<file path="config.mk">
export PLATFORM = sky130hd
export DESIGN_NAME = dat_xfer_control
export DESIGN_NICKNAME = d
export VERILOG_FILES = /design/src/rtl/dat_pkg.sv /design/src/rtl/dat_timeout_cnt.sv /design/src/rtl/dat_xfer_control.sv
export SDC_FILE = /design/constraint.sdc
export NUM_CORES = 1
export LEC_CHECK = 0
export BUFFER_PORTS_ARGS = -buffer_cell sky130_fd_sc_hd__buf_2
export CAP_MARGIN = 10
export CORE_MARGIN = 2
export CORE_UTILIZATION = 55
export DETAILED_ROUTE_END_ITERATION = 8
export PLACE_DENSITY = 0.78
export RECOVER_POWER = 50
export SYNTH_ARGS = -nofsm -noshare
export SYNTH_HDL_FRONTEND = slang
export SYNTH_SLANG_ARGS = --single-unit
</file>
<file path="constraint.sdc">
create_clock -name host_clk -period 3.6 [get_ports host_clk]
set_input_delay 0 -clock host_clk [delete_from_list [all_inputs] [get_ports host_clk]]
set_output_delay 0 -clock host_clk [all_outputs]
set_load 0.02 [all_outputs]
</file>
<file path="src/rtl/dat_pkg.sv">
// Shared types for the DAT transfer sequencer.
// One-hot state encoding, default widths and error causes.
package dat_pkg;

  localparam int DEF_BLK_CNT_W = 16;
  localparam int DEF_TIMEOUT_W = 24;

  typedef enum logic [7:0] {
    S_IDLE     = 8'b0000_0001,
    S_WR_START = 8'b0000_0010,
    S_WR_XFER  = 8'b0000_0100,
    S_RD_START = 8'b0000_1000,
    S_RD_XFER  = 8'b0001_0000,
    S_BLK_GAP  = 8'b0010_0000,
    S_DONE     = 8'b0100_0000,
    S_ERR      = 8'b1000_0000
  } state_t;

  typedef enum logic [1:0] {
    CAUSE_NONE    = 2'd0,
    CAUSE_TIMEOUT = 2'd1,
    CAUSE_CRC     = 2'd2
  } err_cause_t;

endpackage

</file>
<file path="src/rtl/dat_timeout_cnt.sv">
// Loadable data-timeout down-counter.
// expire flags the cycle whose decrement lands on zero.
module dat_timeout_cnt
  import dat_pkg::*;
#(
  parameter int TIMEOUT_W = DEF_TIMEOUT_W
) (
  input  logic                 clk,
  input  logic                 rst,
  input  logic                 load,
  input  logic [TIMEOUT_W-1:0] load_val,
  input  logic                 en,
  output logic                 expire
);

  logic [TIMEOUT_W-1:0] cnt;

  always_ff @(posedge clk or posedge rst) begin
    if (rst) begin
      cnt <= '0;
    end else if (load) begin
      cnt <= load_val;
    end else if (en && cnt != '0) begin
      cnt <= cnt - 1'b1;
    end
  end

  // cnt of 0 or 1 while counting: time is up
  assign expire = en & (cnt[TIMEOUT_W-1:1] == '0);

endmodule

</file>
<file path="src/rtl/dat_xfer_control.sv">
// DAT-line transfer sequencer: single, counted and
// infinite multi-block modes with timeout, CRC and abort.
module dat_xfer_control
  import dat_pkg::*;
#(
  parameter int BLK_CNT_W = DEF_BLK_CNT_W,
  parameter int TIMEOUT_W = DEF_TIMEOUT_W
) (
  input  logic                 host_clk,
  input  logic                 rst,
  input  logic                 tx_data_init,
  input  logic                 rx_data_init,
  input  logic                 multi_blk_en,
  input  logic                 blk_cnt_en,
  input  logic [BLK_CNT_W-1:0] blk_count,
  input  logic                 auto_cmd12_en,
  input  logic [TIMEOUT_W-1:0] timeout_val,
  input  logic                 abort,
  input  logic                 tx_buf_empty,
  input  logic                 rx_buf_full,
  input  logic                 dat_phys_busy,
  input  logic                 blk_done,
  input  logic                 crc_err,
  output logic                 dat_wr_flag,
  output logic                 dat_rd_flag,
  output logic                 wr_xfer_active,
  output logic                 rd_xfer_active,
  output logic [BLK_CNT_W-1:0] blks_remaining,
  output logic                 xfer_complete,
  output logic                 timeout_err,
  output logic                 crc_err_flag,
  output logic                 stop_req
);

  state_t     state, nxt;
  err_cause_t cause;

  logic dir_wr, inf_mode, stop_en;
  logic ld_start, set_wr, set_rd, clr_act, dec;
  logic p_cmpl, p_stop;
  logic tmr_ld, tmr_en, expire;
  logic zero_cnt;

  assign zero_cnt = multi_blk_en & blk_cnt_en &
                    (blk_count == '0);

  assign tmr_ld = ld_start | blk_done;
  assign tmr_en = (timeout_val != '0) &
                  (state inside {S_WR_START, S_WR_XFER,
                                 S_RD_START, S_RD_XFER,
                                 S_BLK_GAP});

  dat_timeout_cnt #(
    .TIMEOUT_W(TIMEOUT_W)
  ) u_tmr (
    .clk     (host_clk),
    .rst     (rst),
    .load    (tmr_ld),
    .load_val(timeout_val),
    .en      (tmr_en),
    .expire  (expire)
  );

  always_ff @(posedge host_clk or posedge rst) begin
    if (rst) state <= S_IDLE;
    else     state <= nxt;
  end

  always_comb begin
    nxt         = state;
    cause       = CAUSE_NONE;
    ld_start    = 1'b0;
    set_wr      = 1'b0;
    set_rd      = 1'b0;
    dec         = 1'b0;
    p_stop      = 1'b0;
    dat_wr_flag = 1'b0;
    dat_rd_flag = 1'b0;
    unique case (state)
      S_IDLE: begin
        if (tx_data_init ^ rx_data_init) begin
          ld_start = 1'b1;
          if (zero_cnt) begin
            nxt = S_DONE;
          end else if (tx_data_init) begin
            nxt    = S_WR_START;
            set_wr = 1'b1;
          end else begin
            nxt    = S_RD_START;
            set_rd = 1'b1;
          end
        end
      end
      S_WR_START, S_RD_START: begin
        if (abort) begin
          nxt = S_DONE;
        end else if (expire) begin
          nxt   = S_ERR;
          cause = CAUSE_TIMEOUT;
        end else if (state == S_WR_START) begin
          dat_wr_flag = ~tx_buf_empty & ~dat_phys_busy;
          if (dat_wr_flag) nxt = S_WR_XFER;
        end else begin
          dat_rd_flag = ~rx_buf_full & ~dat_phys_busy;
          if (dat_rd_flag) nxt = S_RD_XFER;
        end
      end
      S_WR_XFER, S_RD_XFER: begin
        if (abort) begin
          nxt = S_DONE;
        end else if (blk_done) begin
          dat_wr_flag = (state == S_WR_XFER) & ~tx_buf_empty;
          dat_rd_flag = (state == S_RD_XFER) & ~rx_buf_full;
          if (crc_err) begin
            nxt   = S_ERR;
            cause = CAUSE_CRC;
          end else if (inf_mode) begin
            nxt = S_BLK_GAP;
          end else begin
            dec = 1'b1;
            if (blks_remaining[BLK_CNT_W-1:1] == '0) begin
              nxt    = S_DONE;
              p_stop = stop_en;
            end else begin
              nxt = S_BLK_GAP;
            end
          end
        end else if (expire) begin
          nxt   = S_ERR;
          cause = CAUSE_TIMEOUT;
        end else begin
          dat_wr_flag = (state == S_WR_XFER) & ~tx_buf_empty;
          dat_rd_flag = (state == S_RD_XFER) & ~rx_buf_full;
        end
      end
      S_BLK_GAP: begin
        if (abort) begin
          nxt = S_DONE;
        end else if (expire) begin
          nxt   = S_ERR;
          cause = CAUSE_TIMEOUT;
        end else if (!dat_phys_busy) begin
          nxt = dir_wr ? S_WR_START : S_RD_START;
        end
      end
      S_DONE, S_ERR: nxt = S_IDLE;
      default:       nxt = S_IDLE;
    endcase
  end

  // DONE and ERR are only ever entered from elsewhere
  assign p_cmpl  = (nxt == S_DONE) & (state != S_DONE);
  assign clr_act = p_cmpl | (cause != CAUSE_NONE);

  always_ff @(posedge host_clk or posedge rst) begin
    if (rst) begin
      dir_wr         <= 1'b0;
      inf_mode       <= 1'b0;
      stop_en        <= 1'b0;
      blks_remaining <= '0;
      wr_xfer_active <= 1'b0;
      rd_xfer_active <= 1'b0;
      xfer_complete  <= 1'b0;
      timeout_err    <= 1'b0;
      crc_err_flag   <= 1'b0;
      stop_req       <= 1'b0;
    end else begin
      xfer_complete <= p_cmpl;
      timeout_err   <= (cause == CAUSE_TIMEOUT);
      crc_err_flag  <= (cause == CAUSE_CRC);
      stop_req      <= p_stop;
      if (ld_start) begin
        dir_wr   <= tx_data_init;
        inf_mode <= multi_blk_en & ~blk_cnt_en;
        stop_en  <= multi_blk_en & blk_cnt_en &
                    auto_cmd12_en & (blk_count != '0);
        blks_remaining <= multi_blk_en ? blk_count :
                          {{(BLK_CNT_W-1){1'b0}}, 1'b1};
      end else if (dec && blks_remaining != '0) begin
        blks_remaining <= blks_remaining - 1'b1;
      end
      if (set_wr)       wr_xfer_active <= 1'b1;
      else if (clr_act) wr_xfer_active <= 1'b0;
      if (set_rd)       rd_xfer_active <= 1'b1;
      else if (clr_act) rd_xfer_active <= 1'b0;
    end
  end

endmodule

</file>
== Word-level counts from Yosys, hierarchy flattened ==
Cells that the tools add are included.
Storage, ports and cells
  output and inout bits: 24
  register bits: 57
  word-level logic and storage cells: 129
Operators by class
  mux-type cells: 68
  bitwise gates (word level): 19
  eq/ne operators: 10
  reduce and logical (&&, ||, !) cells: 18
  add/subtract/negate cells: 2
Operators with widths (count)
  2-to-1 mux 8 bit: 13
  2-to-1 mux 16 bit: 3
  2-to-1 mux 24 bit: 2
  nonzero test 24 bit: 2
  2-to-1 mux 1 bit: 37
  one-hot mux 8 bit (4 select lines): 1
  nonzero test 16 bit: 2
  subtractor 24 x 1 -> 24 bit, second input constant: 1
  logical NOT 23 bit: 1
  2-to-1 mux 7 bit: 3
  logical NOT 16 bit: 1
  subtractor 16 x 1 -> 16 bit, second input constant: 1
  logical NOT 15 bit: 1
  bitwise AND 1 bit: 12
  nonzero test 2 bit: 5
  == test 8 x 1 -> 1 bit, second input constant: 1
  == test 8 x 2 -> 1 bit, second input constant: 1
  == test 8 x 3 -> 1 bit, second input constant: 1
  == test 8 x 4 -> 1 bit, second input constant: 1
  == test 8 x 5 -> 1 bit, second input constant: 1
  == test 8 x 6 -> 1 bit, second input constant: 1
  == test 8 x 7 -> 1 bit, second input constant: 1
  2-to-1 mux 2 bit: 4
  2-to-1 mux 4 bit: 2
  other kinds (12): 19

== Longest topological paths before layout ==
  word-level depth: 13
  depth in mapped cells: 9

== By module ==
From an unflattened synthesis, not the netlist that was laid out.
Second synthesis, totals
  cell total of the unflattened synthesis: 423
  area total of the unflattened synthesis: 3737.3 um^2
By module, submodules not included
  dat_xfer_control: times used 1, cells each 254, area an instance 2205.9 um^2
  dat_timeout_cnt: times used 1, cells each 169, area an instance 1531.5 um^2

== Worst setup path after synthesis ==
OpenSTA, ideal clock, no wires.
  path type: register to output
  from: reg state[2]
  to: out dat_wr_flag
  cell stages (with the launch flop): 8
  slack: 1044 ps
  arrival: 2556 ps
  data required time: 3600 ps
  path buffers: 1
  path through: dfrtp_1 > clkbuf_1 > xnor2_1 > a2111oi_4 > or2_2 > nand4_1 > o21ai_0 > a2111oi_0
Between the ends
  longest elaborated chain between the ends: 8
  elaborated cells between the ends (all ways): 18
  those cells by class: 5 x eq/ne; 7 x mux; 3 x bitwise; 3 x reduce/logical
Ends and longest elaborated chain
  from (decl): RTL line dat_xfer_control.sv:35  | state_t state, nxt;
  from (signal assigned): RTL line dat_xfer_control.sv:66  | else state <= nxt;
  == test 8 x 2 -> 1 bit (tied with other cells): RTL line dat_xfer_control.sv:49, dat_xfer_control.sv:79, dat_xfer_control.sv:100
  nonzero test 5 bit: RTL line dat_xfer_control.sv:49  | (state inside {S_WR_START, S_WR_XFER,
  bitwise AND 1 bit: RTL line dat_xfer_control.sv:48  | assign tmr_en = (timeout_val != '0) &
  bitwise AND 1 bit: RTL line dat_timeout_cnt.sv:29  | assign expire = en & (cnt[TIMEOUT_W-1:1] == '0);
  2-to-1 mux 1 bit: RTL line dat_xfer_control.sv:128  | end else if (expire) begin
  2-to-1 mux 1 bit: RTL line dat_xfer_control.sv:111  | end else if (blk_done) begin
  2-to-1 mux 1 bit: RTL line dat_xfer_control.sv:109  | if (abort) begin
  one-hot mux 1 bit (2 select lines) (*): RTL line dat_xfer_control.sv:79  | unique case (state)
  to (decl): RTL line dat_xfer_control.sv:24  | output logic dat_wr_flag,
Mark *: on every way between the ends. The rest lies on a longest branch, timed or not.

== Worst setup path in the final report ==
  from: reg state[4]
  to: out dat_rd_flag
Between the ends
  longest elaborated chain between the ends: 8
  elaborated cells between the ends (all ways): 18
  those cells by class: 5 x eq/ne; 7 x mux; 3 x bitwise; 3 x reduce/logical
Ends and longest elaborated chain
  == test 8 x 2 -> 1 bit (tied with other cells): RTL line dat_xfer_control.sv:49, dat_xfer_control.sv:79, dat_xfer_control.sv:100
  nonzero test 5 bit: RTL line dat_xfer_control.sv:49
  bitwise AND 1 bit: RTL line dat_xfer_control.sv:48
  bitwise AND 1 bit: RTL line dat_timeout_cnt.sv:29
  2-to-1 mux 1 bit: RTL line dat_xfer_control.sv:128
  2-to-1 mux 1 bit: RTL line dat_xfer_control.sv:111
  2-to-1 mux 1 bit: RTL line dat_xfer_control.sv:109
  one-hot mux 1 bit (2 select lines) (*): RTL line dat_xfer_control.sv:79
  to (decl): RTL line dat_xfer_control.sv:25  | output logic dat_rd_flag,
Marks and branches as above.

==> reports/qor_table.md <==
| Parameter | This run | Unit |
| --- | --- | --- |
| Number of antenna violations at the first check in global routing | 0 | - |
| Number of global-route vias before repair | 3602 | - |
| Setup TNS Final | 0 | ns |
| Number of cells on the worst hold path | 2 | - |
| Final clock skew | 0.0117 | ns |
| Number of flops mapped to enable cells by yosys | 0 | - |
| Result of the run | finished clean | - |
| Startpoint of the lowest-slack hold path | abort | - |
| Cell area after placement | 4070 | um^2 |
| Global-route wire length before repair | 17.0 | mm |
| Number of levels in the clock H-tree | 3 | - |
| Post-synthesis register bit count | 57 | - |
| Register name with the most flops | u_tmr.cnt | - |
| Die extent in x | 85.2 | um |
| Clk Tree Root Cell | sky130_fd_sc_hd__clkbuf_8 | - |
| Headroom to the max-slew limit | 9.50 | % |
| Wirelength, routed | 10.3 | mm |
| Final critical-path required period | 3.16 | ns |
| Startpoint of the most critical setup path | state[4]$_DFF_PP0_ | - |
| Netlist area before placement | 3620 | um^2 |
| Area Overhead vs Synth | 27.7 | % |
| Crit Reg-Reg Startpoint | state[4]$_DFF_PP0_ | - |
| Max capacitance violation total | 0 | - |
| Maximum buffer depth of the clock tree | 2 | - |
| Max FFs per register | 24 | - |
| Clock slew at the register clock pins of the worst setup and hold paths | 0.06 | ns |
| Buffer count from post-CTS setup fixing | 0 | - |
| CTS sink cnt | 57 | - |
| Final instance area | 4630 | um^2 |
| Leakage component of the power | 0.00180 | uW |
| Final slew viol count | 0 | - |
| Largest registers | u_tmr.cnt: 24 flops, blks_remaining: 16 flops, state: 8 flops | - |
| Total GRT Usage | 29.5 | % |
| Row count | 29 | - |
| Post-synthesis sequential area ratio | 39.4 | % |
| Overall power consumption | 2580 | uW |
| Total Nets Final | 587 | - |
| Type of element capturing the critical path | output port | - |
| Worst endpoint data arrival time | 3.16 | ns |
| Area of the core region | 6350 | um^2 |
| IO buf count | 76 | - |
| Path depth of the worst reg2reg path | 6 | - |
| Number of I/O pins | 77 | - |
| Routability cong. | 0.898 | - |
| Start-to-end type of the worst setup path | flip-flop to output port | - |
| Detailed-route DRC error count | 0 | - |
| TritonCTS clock tree | done | - |
| Count of yosys warnings during synthesis | 0 | - |
| Cell count after synthesis | 414 | - |
| Share of cells above drive strength 1 | 17.4 | % |
| Unrepaired setup endpoints after global routing | no | - |
| Skew-Pair Late Insertion Delay | 0.33 | ns |
| Detailed router's first-iteration violation count | 278 | - |
| Area of the die | 7260 | um^2 |
| Classification of the worst-slack hold path | input pin to flip-flop | - |
| Pin count of the biggest net entering global routing | 48 | - |
| Detailed-routing iteration count for the pre-antenna-repair pass | 5 | - |
| Maximum net fanout on the critical path | 25 | - |
| Slew at the pin closest to its max-slew limit | 1.36 | ns |
| Final period util | 87.9 | % |
| Top_reg_cell synth | sky130_fd_sc_hd__dfrtp_1 | - |
| Worst VDD drop | 0.462 | mV |
| # hold bufs at CTS | 45 | - |
| Yosys cell types | 57 | - |
| Routed length per instance | 16.8 | um |
| Number of setup violations in the final report | 0 | - |
| Post-synthesis async set-or-reset flop share | 100 | % |
| Count of cells resized by post-cts repair | 0 | - |
| Maximum operating frequency | 0.316 | GHz |
| CP startpoint kind | flip-flop | - |
| Per-cell via count in the routed design | 6.11 | - |
| Synthesized netlist net count | 469 | - |
| Count of antenna diodes in the layout | 0 | - |
| DR vias | 3738 | - |
| Die Y-Extent | 85.2 | um |
| Required @ worst endpoint | 3.60 | ns |
| Count of antenna-violating nets left after detailed routing | 0 | - |
| Number of clock buffers inserted by TritonCTS | 9 | - |
| Final HPWL from detailed placement | 6.94 | mm |
| Total overflow reported by the global router | 0 | - |
| Mean post-synth cell area | 8.76 | um^2 |
| Number of hold violations in the final report | 0 | - |
| Power density relative to cell area | 558 | nW/um^2 |
| Starting density of the core | 57.1 | % |
-- through the flow --
step                      worst slack [ns]  cells  hold WS, ns  util, %
after floorplan                       1.04    414        0.127        -
after detailed placement             0.731    553        0.169     64.0
final                                0.437    612       0.0118     72.9
after global placement               0.801    553        0.156     64.0
after CTS                            0.465    612      0.00603     73.4
after global routing                 0.204    612       0.0225     72.9
-- per-layer routing --
| layer | track usage, % | routed length [um] | vias up |
|---|---|---|---|
| li1 | - | - | 1744 |
| met1 | 38.0 | 4190 | 1770 |
| met2 | 48.2 | 5070 | 179 |
| met3 | 4.77 | 641 | 45 |
| met4 | 15.0 | 397 | 0 |
| met5 | 0 | 0 | - |
-- synthesized netlist by cell type (4+ instances only) --
cell type / count / share of area [%]
sky130_fd_sc_hd__nor3_1: 30 / 4.1
sky130_fd_sc_hd__nor4_2: 5 / 1.7
sky130_fd_sc_hd__nand4_1: 7 / 1.2
sky130_fd_sc_hd__or3_1: 6 / 1.0
sky130_fd_sc_hd__buf_2: 4 / 0.55
sky130_fd_sc_hd__nand2_1: 28 / 2.9
sky130_fd_sc_hd__nor4_1: 25 / 4.3
sky130_fd_sc_hd__nor2_1: 50 / 5.2
sky130_fd_sc_hd__or2_2: 5 / 0.86
sky130_fd_sc_hd__nand2b_1: 5 / 0.86
sky130_fd_sc_hd__or4_1: 4 / 0.83
sky130_fd_sc_hd__xnor2_1: 36 / 8.7
sky130_fd_sc_hd__o21ai_0: 16 / 2.2
sky130_fd_sc_hd__xor2_1: 6 / 1.4
sky130_fd_sc_hd__nand3_1: 16 / 2.2
sky130_fd_sc_hd__a21oi_1: 33 / 4.6
sky130_fd_sc_hd__clkbuf_1: 15 / 1.6
sky130_fd_sc_hd__dfrtp_1: 56 / 39
sky130_fd_sc_hd__inv_1: 11 / 1.1
sky130_fd_sc_hd__nor4b_1: 5 / 1.2
-- cells in the final DEF, fill, tap and decap left out, drive strengths merged, types with 5 or more instances in the layout --
cell,n
xor2,6
inv,11
nor4b,7
a21oi,33
clkbuf,36
o21ai,16
or4,6
nor2,50
or3,6
nand3,16
nor3,30
dlygate4sd3,45
or2,5
buf,60
dfrtp,56
xnor2,36
nor4,31
nand2b,5
nand2,28
nand4,7
-- layout make-up --
class,count,area [um^2]
clock buffers,13,139
clock inverters,1,5.00
fillers,469,1720
inverters,11,41.3
multi-input cells,325,2070
flip-flops and latches,57,1430
well taps,77,96.3
repair buffers,128,852
-- critical path, stage by stage, from the launching register on --
cell	delay, ns
sky130_fd_sc_hd__dfrtp_1	0.43
sky130_fd_sc_hd__or4_1	0.68
sky130_fd_sc_hd__a2111oi_4	0.40
sky130_fd_sc_hd__o22ai_2	0.40
sky130_fd_sc_hd__nor4_1	0.44
sky130_fd_sc_hd__nor2_1	0.13
sky130_fd_sc_hd__o22a_1	0.20
sky130_fd_sc_hd__buf_2	0.16
-- logic make-up after synthesis --
group | count (synthesis) | share of synthesized area (%)
xor+xnor | 42 | 10.1
mux | 3 | 0.897
compound gates | 74 | 13.2
fa+ha+maj | 2 | 0.690
buf+inv | 32 | 3.66
simple gates | 204 | 32.1
flops | 57 | 39.4
-- power breakdown --
part / switching [uW] / internal (uW)
clock: 238 / 242
combinational: 613 / 406
sequential: 245 / 840
total: 1100 / 1490
-- path summary, 6_finish.rpt --
path	end	slack, ns
worst min register to register	stop_en$_DFFE_PP0P_	0.51
min in group asynchronous	u_tmr.cnt[11]$_DFFE_PP0P_	0.57
worst min-delay path	timeout_err$_DFF_PP0_	0.01
max in group asynchronous	state[7]$_DFF_PP0_	1.17
worst max-delay path	dat_rd_flag	0.44
worst max register to register	state[4]$_DFF_PP0_	0.68
(Power assumes the default switching activity.)
